==> src/rtl/pipe_trace_buffer.sv <==
// Circular trace RAM capturing {inst, stage_data} on each pipeline advance.
// Capture freezes a programmable number of samples after a masked opcode trigger.
module pipe_trace_buffer #(
    parameter int WIDTH  = 16,
    parameter int STAGES = 4,
    parameter int DEPTH  = 16,
    parameter int AW     = 4
) (
    input  logic                         clk,
    input  logic                         reset,
    input  logic                         arm,
    input  logic                         sample_en,
    input  logic [31:0]                  inst,
    input  logic [STAGES*WIDTH-1:0]      stage_data,
    input  logic [31:0]                  trig_value,
    input  logic [31:0]                  trig_mask,
    input  logic [AW-1:0]                post_count,
    input  logic                         rd_en,
    output logic [32+STAGES*WIDTH-1:0]   rd_data,
    output logic                         rd_valid,
    output logic [1:0]                   state,
    output logic                         triggered,
    output logic [AW-1:0]                trig_index,
    output logic [AW:0]                  count,
    output logic                         rd_done
);

    localparam int DW = 32 + STAGES * WIDTH;
    localparam logic [AW:0]   CNT_FULL = (AW+1)'(DEPTH);
    localparam logic [AW:0]   CNT_ONE  = (AW+1)'(1);
    localparam logic [AW-1:0] PTR_ONE  = AW'(1);

    typedef enum logic [1:0] {
        S_IDLE   = 2'b00,
        S_ARMED  = 2'b01,
        S_POST   = 2'b10,
        S_FROZEN = 2'b11
    } state_t;

    state_t            r_state;
    logic [AW-1:0]     r_wr_ptr;
    logic [AW-1:0]     r_rd_ptr;
    logic [AW:0]       r_count;
    logic [AW:0]       r_rd_cnt;
    logic [AW-1:0]     r_remaining;
    logic [AW-1:0]     r_trig_phys;
    logic [AW-1:0]     r_trig_index;
    logic              r_triggered;
    logic              r_rd_done;
    logic              r_rd_valid;
    logic [DW-1:0]     r_rd_data;
    logic [DW-1:0]     r_mem [DEPTH];

    logic [31:0]       w_bit_hit;
    logic              w_match;
    logic              w_capture;
    logic              w_fire;
    logic              w_freeze;
    logic              w_rd_accept;
    logic [AW-1:0]     w_wr_ptr_inc;
    logic [AW:0]       w_count_inc;
    logic [AW-1:0]     w_oldest;
    logic [AW-1:0]     w_freeze_phys;

    // A bit hits when it is masked out or equals the compare value.
    generate
        for (genvar gi = 0; gi < 32; gi++) begin : g_trig_bit
            assign w_bit_hit[gi] = ~trig_mask[gi] | ~(inst[gi] ^ trig_value[gi]);
        end
    endgenerate

    assign w_match       = &w_bit_hit;
    assign w_capture     = !reset && !arm && sample_en &&
                           ((r_state == S_ARMED) || (r_state == S_POST));
    assign w_fire        = w_capture && (r_state == S_ARMED) && w_match;
    // post_count is AW bits wide, so it never exceeds DEPTH-1 and the
    // trigger entry cannot be overwritten before the freeze.
    assign w_freeze      = (w_fire && (post_count == '0)) ||
                           (w_capture && (r_state == S_POST) && (r_remaining == PTR_ONE));
    assign w_wr_ptr_inc  = r_wr_ptr + PTR_ONE;
    assign w_count_inc   = (r_count == CNT_FULL) ? r_count : (r_count + CNT_ONE);
    assign w_oldest      = (w_count_inc == CNT_FULL) ? w_wr_ptr_inc : '0;
    assign w_freeze_phys = (r_state == S_ARMED) ? r_wr_ptr : r_trig_phys;
    assign w_rd_accept   = !reset && !arm && rd_en && (r_state == S_FROZEN) &&
                           (r_rd_cnt < r_count);

    always_ff @(posedge clk) begin
        if (reset) begin
            r_state      <= S_IDLE;
            r_wr_ptr     <= '0;
            r_rd_ptr     <= '0;
            r_count      <= '0;
            r_rd_cnt     <= '0;
            r_remaining  <= '0;
            r_trig_phys  <= '0;
            r_trig_index <= '0;
            r_triggered  <= 1'b0;
            r_rd_done    <= 1'b0;
            r_rd_valid   <= 1'b0;
        end else if (arm) begin
            r_state      <= S_ARMED;
            r_wr_ptr     <= '0;
            r_count      <= '0;
            r_rd_cnt     <= '0;
            r_remaining  <= '0;
            r_triggered  <= 1'b0;
            r_rd_done    <= 1'b0;
            r_rd_valid   <= 1'b0;
        end else begin
            r_rd_valid <= w_rd_accept;

            if (w_capture) begin
                r_wr_ptr <= w_wr_ptr_inc;
                r_count  <= w_count_inc;
            end

            if (w_fire) begin
                r_triggered <= 1'b1;
                r_trig_phys <= r_wr_ptr;
                r_remaining <= post_count;
                r_state     <= S_POST;
            end else if (w_capture && (r_state == S_POST)) begin
                r_remaining <= r_remaining - PTR_ONE;
            end

            // Freeze overrides the POST transition above when no post samples remain.
            if (w_freeze) begin
                r_state      <= S_FROZEN;
                r_rd_ptr     <= w_oldest;
                r_trig_index <= w_freeze_phys - w_oldest;
                r_rd_cnt     <= '0;
            end

            if (w_rd_accept) begin
                r_rd_ptr <= r_rd_ptr + PTR_ONE;
                r_rd_cnt <= r_rd_cnt + CNT_ONE;
                if ((r_rd_cnt + CNT_ONE) == r_count) begin
                    r_rd_done <= 1'b1;
                end
            end
        end
    end

    always_ff @(posedge clk) begin
        if (w_capture) begin
            r_mem[r_wr_ptr] <= {inst, stage_data};
        end
    end

    // Registered read port; holds its last value once the readout is done.
    always_ff @(posedge clk) begin
        if (reset) begin
            r_rd_data <= '0;
        end else if (w_rd_accept) begin
            r_rd_data <= r_mem[r_rd_ptr];
        end
    end

    assign rd_data    = r_rd_data;
    assign rd_valid   = r_rd_valid;
    assign state      = r_state;
    assign triggered  = r_triggered;
    assign trig_index = r_trig_index;
    assign count      = r_count;
    assign rd_done    = r_rd_done;

endmodule

==> config.mk <==
export PLATFORM = sky130hd
export DESIGN_NAME = pipe_trace_buffer
export DESIGN_NICKNAME = d
export VERILOG_FILES = /design/src/rtl/pipe_trace_buffer.sv
export SDC_FILE = /design/constraint.sdc
export NUM_CORES = 2
export LEC_CHECK = 0
export BUFFER_PORTS_ARGS = -buffer_cell sky130_fd_sc_hd__buf_2
export CORE_MARGIN = 5
export CORE_UTILIZATION = 45
export CTS_CLUSTER_DIAMETER = 40
export DETAILED_ROUTE_END_ITERATION = 8
export GPL_TIMING_DRIVEN = 0
export HOLD_SLACK_MARGIN = 0.05
export PLACE_DENSITY_LB_ADDON = 0.05
export SETUP_SLACK_MARGIN = 0.05
export SLEW_MARGIN = 20
export SYNTH_ARGS = -nofsm -noshare
export SYNTH_HDL_FRONTEND = slang
export SYNTH_SLANG_ARGS = --single-unit
==> constraint.sdc <==
create_clock -name clk -period 23.9 [get_ports clk]
set_input_delay 3.585 -clock clk [delete_from_list [all_inputs] [get_ports clk]]
set_output_delay 3.585 -clock clk [all_outputs]
set_load 0.03 [all_outputs]
== Word level (Yosys, flattened, before mapping) ==
Memory sizes are Yosys's and may differ from the RTL's. A register that Yosys moved wholly into a read port is not among the register bits.
Cells that the tools add are included.
Widths: inputs -> output; s select.
Storage, ports and cells
  register bits after elaboration: 35
  latch bits: 0
  bits in writable memories: 1536
  memory bits (read-only): 0
  input bits: 169
  output and inout port bits: 110
  logic and storage cells: 196
  memories: 1
Memories
  r_mem: depth 16, bits a word 96, read ports 1, clocked after Yosys merged registers in 1, write ports 1, line 52  | logic [DW-1:0] r_mem [DEPTH];
Cells by class
  add/sub/neg operators: 6
  multiply operators: 0
  div/mod/pow operators: 0
  magnitude comparators: 1
  eq/ne operators: 7
  shift operators: 0
  mux-type cells: 14
  bitwise logic cells: 129
  reduce and logical (&&, ||, !) cells: 26
Operators with widths (number)
  $not 1->1: 65
  $or 1x1->1: 32
  $reduce_and 32->1: 1
  $xor 1x1->1: 32
  $mux 4: 6
  $mux 5: 3
  $logic_and 1x1->1: 11
  $add 5x1->5 const B: 2
  $eq 5x5->1 const B: 2
  $add 4x1->4 const B: 2
  $reduce_and 2->1: 4
  $reduce_bool 2->1: 3
  $eq 5x5->1: 1
  $lt 5x5->1: 1
  $eq 2x2->1 const B: 2
  $eq 4x1->1 const B: 1
  $logic_not 4->1: 1
  $mux 2: 2
  $sub 4x1->4 const B: 1
  $sub 4x4->4: 1
  $mux 1: 3
  $reduce_bool 3->1: 1
  $eq 2x1->1 const B: 1
  $logic_not 1->1: 2
  2 further kinds: 3

== Logic depth before layout (Yosys ltp) ==
  depth after elaboration: 10
  mapped depth: 13
  depth with buffers taken out: 13

== Least setup slack after synthesis ==
No wires, ideal clock.
  path kind: input to register
  from: in reset
  to: mem r_mem[3][0] (netlist name), enable pin
  arrival time: 10889 ps
  slack: 12343 ps
  stages on the path: 6
  path buffers: 2
  path through: buf_2 -> or2_1 -> buf_2 -> nor2_4 -> nand2_1 -> nor3_1
Between the ends
  longest elaborated chain between the ends: 6
Ends and longest elaborated chain
  from (decl): line 10  | input logic reset,
  $logic_not 1->1: line 73  | assign w_capture = !reset && !arm && sample_en &&
  $logic_and 1x1->1 (3 in series): line 73
  $mux 1: line 145  | if (w_capture) begin
  $mux 1 (implied by the code): line 146  | r_mem[r_wr_ptr] <= {inst, stage_data};
  to (decl): line 52
No other way between the ends.

== Worst setup path after layout ==
  from: in reset
  to: reg r_rd_data[1] (netlist: rd_data[1]) (read register of r_mem)
Between the ends
  longest elaborated chain between the ends: 5
Ends and longest elaborated chain
  $logic_not 1->1: line 84  | assign w_rd_accept = !reset && !arm && rd_en && (r_state == S_FROZEN) &&
  $logic_and 1x1->1 (4 in series): line 84
  to (decl): line 51  | logic [DW-1:0] r_rd_data;
Several ways; a longest one is shown, not always the timed one.
A chain may end at the register's enable or synchronous reset.

==> key figures <==
Clocking
  • Setup bufs post-CTS: 0
  • Total CTS buffers: between 200 and 250
  • Post-CTS resize count: 0
  • Clk slew on worst S/H paths: 0.05 ns
  • Clk sinks: around 1700
  • Root Driver: clkbuf_16
  • Max Buffers Root-to-Sink: 3
  • H-tree levels: 4
  • Worst skew pair latency: just over 0.8 ns
  • Hold_buf cts: 0
  • CTS tree: done

Route
  • Drt wl/cell: around 31 µm
  • Initial DRC Count: roughly 3300
  • Antenna Nets Post-Route: 0
  • Vias: around 32000
  • Detailed Routing Iterations Pass 1: 5
  • Total Wirelength: roughly 170000 µm
  • # DRC: 0
  • Vias per inst: about 5.7

Synth
  • Ys flop type: edfxtp_1
  • Syn Std Cell Area: ~63000 µm²
  • Post-Synth Simple-Gate Area: roughly 2.2%
  • Complex-gate fraction of the synthesized area: between 1.5 and 2%
  • Mapped Avg Cell Area: 21.9 µm²
  • Syn Inst Count: slightly below 3000
  • Seq/Total Area, Yosys: approximately 77%
  • Yosys cell types: 54
  • Synth async-reset ratio: 0%
  • Main combinational cell family by area after synthesis: multiplexers
  • Synthesized Nets: approximately 3100
  • Synthesis warning total: 0
  • Post-synth EDFFs: roughly 1500
  • Mux share of post-synthesis cell area: roughly 17%
  • Top-area cell type share of the netlist area: between 70% and 80%
  • Synth area leaders: edfxtp_1 73%, mux4_2 17%, dfxtp_1 4.1%
  • Synth Area in Adders: 0.446%
  • Leading area contributor after synthesis: edfxtp_1
  • Post-Synth XOR/XNOR Area: less than 1%
  • #FFs+latches synth: approximately 1700

Global routing
  • Pin count of the biggest net entering global routing: 20
  • Total track usage: 23.7%
  • Global route overflow: 0
  • Initial antenna violation count: 26
  • Vias in the first global route: 33954
  • First-pass GRT wire length: approximately 250000 µm

Power and ir drop
  • Power Dens Cells: 84.9 nW/µm²
  • Switching power share of the total: 20.6%
  • Clk pwr share: between 50% and 60%
  • Pleak: 24.8 nW
  • Comb power frac: 1.3%
  • Internal power: between 0.005 and 0.006 W
  • Sequential share of power: roughly half
  • Worst vdd ir: roughly 0.067 mV
  • Switch Pwr: approximately 0.0014 W

Critical path
  • Worst path required time: between 20 and 25 ns
  • Worst Setup EP: rd_data[1]
  • Levels on crit path: 10
  • Crit path max fanout: 10
  • Reg2reg setup slack: 19.46 ns
  • Critical path capture point type: flop
  • Worst path cell trace: buf_2 > or2_1 > buf_2 > nor3_1 > nand2_1 > clkinv_1 > buf_2 > clkbuf_1 > nand2_1 > a21oi_1
  • Crit path buffers/inverters: 5
  • CP Data Arrival Time: between 7 and 8 ns
  • Critical Path Source Type: primary input
  • Slowest stage delay, CP: ~0.70 ns
  • FF-to-FF path depth: 12
  • Worst path top cell family by delay: buffers and inverters
  • Cell mode on critical path: buf_2
  • WS Path Type: primary input to flop
  • FF-to-FF End: rd_data[1]
  • Worst setup startpoint: reset
  • RR Startpoint: count[2]
  • Slowest-stage cell, CP: buf_2

Timing
  • Max Slew Vio Count: 0
  • Crit path time final: between 6 and 7 ns
  • Max Freq: ~150 MHz
  • Final setup vio count: 0
  • Slew margin rel.: 21.7%
  • Setup ws final: around 17 ns
  • Worst-Margin Slew: roughly 1.2 ns
  • RSZ-0062 raised after global routing: false
  • Skew final: ~0.027 ns
  • TNS Setup: 0 ns
  • Final Hold Fails: 0
  • Final period util: about 27%

Finish
  • # fillers: 10744
  • Layout Utilization: 55.3%
  • Cell area after layout: around 77000 µm²
  • Area Growth Syn to Fin: 22.0%
  • Layout cell share with drive strength beyond 1: between 30% and 40%
  • Final net count: 3739

Floorplanning
  • Chip height: 385 µm
  • Site Rows: between 100 and 150
  • Die footprint: roughly 150000 µm²
  • Width of the die: 385 µm
  • Ports: 279
  • Initial Util: approximately 45%
  • Core Footprint: ~140000 µm²

Min path
  • Min-Delay Path Class: flop to flop
  • Worst Hold Launch: rd_data[54]

Placed design
  • Area after DPL: around 70000 µm²
  • Port-buffer cells: roughly 280
  • DP Wirelength: ~120000 µm
  • Routability cong.: 0.809
  • Post-placement setup slack: 16.47 ns

Run
  • Max_cap viols: 0

Run status
  • Outcome: finished clean
-- registers in the layout (all words and copies together) (netlist names) --
signal       count
rd_done          1
r_remaining      4
r_wr_ptr         4
r_trig_phys      4
count            5
triggered        1
trig_index       4
r_rd_ptr         4
rd_data         96
r_mem         1536
r_rd_cnt         5
state            2
rd_valid         1
-- through the flow --
step	std cells	hold slack (ns)	total power, W
finish	5627	0.453	0.00657
global route	5618	0.471	0.00677
CTS	5618	0.452	0.00663
detailed placement	5205	0.445	0.00334
global placement	5046	0.440	0.00333
floorplan	2893	0.429	0.00327
-- worst min-delay path by stage --
| stage | endpoint | slack [ns] | depth (start not counted) |
|---|---|---|---|
| floorplan | r_trig_phys[1] | 0.43 | 2 |
| global placement | r_trig_phys[1] | 0.44 | 2 |
| detailed placement | rd_data[44] | 0.44 | 2 |
| CTS | rd_data[44] | 0.45 | 2 |
| global route | rd_data[44] | 0.47 | 2 |
| finish | rd_data[54] | 0.45 | 2 |
-- metal layers --
layer	up-vias	routed length, µm	track usage [%]
met3	257	13900	6.05
li1	13457	-	-
met1	17246	72800	33.1
met5	-	75	0
met4	14	3260	5.34
met2	1229	84900	38.3
-- worst reg2reg max path: stages, from the launching register on --
cell,delay (ns)
dfxtp_1,0.32
clkbuf_1,0.38
inv_1,0.13
ha_1,0.32
o21a_1,0.11
o21a_1,0.16
o21ai_0,0.15
nand2_1,0.38
clkinv_1,0.47
buf_2,0.71
clkbuf_1,0.62
nand2_1,0.39
a21oi_1,0.21
-- final cells by class --
type | instances | area, µm² | area share [%]
Tap cell | 1876 | 2350 | 3.03
Buffer | 151 | 649 | 0.839
Clock inverter | 152 | 1710 | 2.20
Timing Repair Buffer | 436 | 3940 | 5.09
Sequential cell | 1667 | 48700 | 63.0
Clock buffer | 261 | 5810 | 7.51
Antenna cell | 9 | 22.5 | 0.0291
Multi-Input combinational cell | 1057 | 14100 | 18.2
Inverter | 18 | 67.6 | 0.0873
-- power groups by stage --
| stage | combinational (W) | sequential, W | clock [W] |
|---|---|---|---|
| floorplan | 0.0000197 | 0.00325 | 0 |
| global placement | 0.0000798 | 0.00325 | 0 |
| detailed placement | 0.0000890 | 0.00325 | 0 |
| CTS | 0.0000890 | 0.00319 | 0.00336 |
| global route | 0.0000957 | 0.00318 | 0.00349 |
| finish | 0.0000885 | 0.00319 | 0.00330 |
-- cell usage in the layout, fill, tap and decap left out, drive strengths merged, types with 4 or more instances in the layout --
| master | Yosys | layout |
|---|---|---|
| edfxtp | 1536 | 1536 |
| nand4 | 9 | 9 |
| nand2b | 7 | 7 |
| xnor2 | 12 | 12 |
| inv | 17 | 44 |
| nand3 | 11 | 11 |
| a21oi | 124 | 124 |
| ha | 21 | 21 |
| xor2 | 38 | 38 |
| nand2 | 233 | 233 |
| clkbuf | 96 | 359 |
| nor4 | 5 | 5 |
| bufinv | 0 | 24 |
| nor3 | 10 | 10 |
| diode | 0 | 9 |
| clkinv | 1 | 70 |
| buf | 55 | 489 |
| dfxtp | 131 | 131 |
| o21ai | 7 | 7 |
| mux4 | 480 | 480 |
| a211oi | 4 | 4 |
| clkinvlp | 0 | 32 |
| a22oi | 26 | 26 |
| nor2 | 30 | 30 |
| mux2i | 4 | 4 |
-- logic make-up after synthesis --
kind of cell / count (synthesis)
AOI/OAI and AO/OA: 176
xor gates and xnor gates: 50
adders and majority gates: 22
buffers and inverters: 169
DFF: 1667
muxes: 487
and+or+nand+nor: 322
-- cell usage after synthesis, drive strengths merged (2+ instances only) --
| cell | count |
|---|---|
| edfxtp | 1536 |
| mux4 | 480 |
| nand2 | 233 |
| dfxtp | 131 |
| a21oi | 124 |
| clkbuf | 96 |
| buf | 55 |
| xor2 | 38 |
| nor2 | 30 |
| a22oi | 26 |
| ha | 21 |
| inv | 17 |
| xnor2 | 12 |
| nand3 | 11 |
| nor3 | 10 |
| nand4 | 9 |
| nand2b | 7 |
| o21ai | 7 |
| nor4 | 5 |
| a211oi | 4 |
| mux2i | 4 |
| and2 | 3 |
| mux2 | 3 |
| nor2b | 3 |
| o21a | 3 |
| or2 | 3 |
| a311oi | 2 |
| a31oi | 2 |
| nor4b | 2 |
| o22ai | 2 |
| or3 | 2 |
No activity file was read; power rests on OpenSTA's default activity.
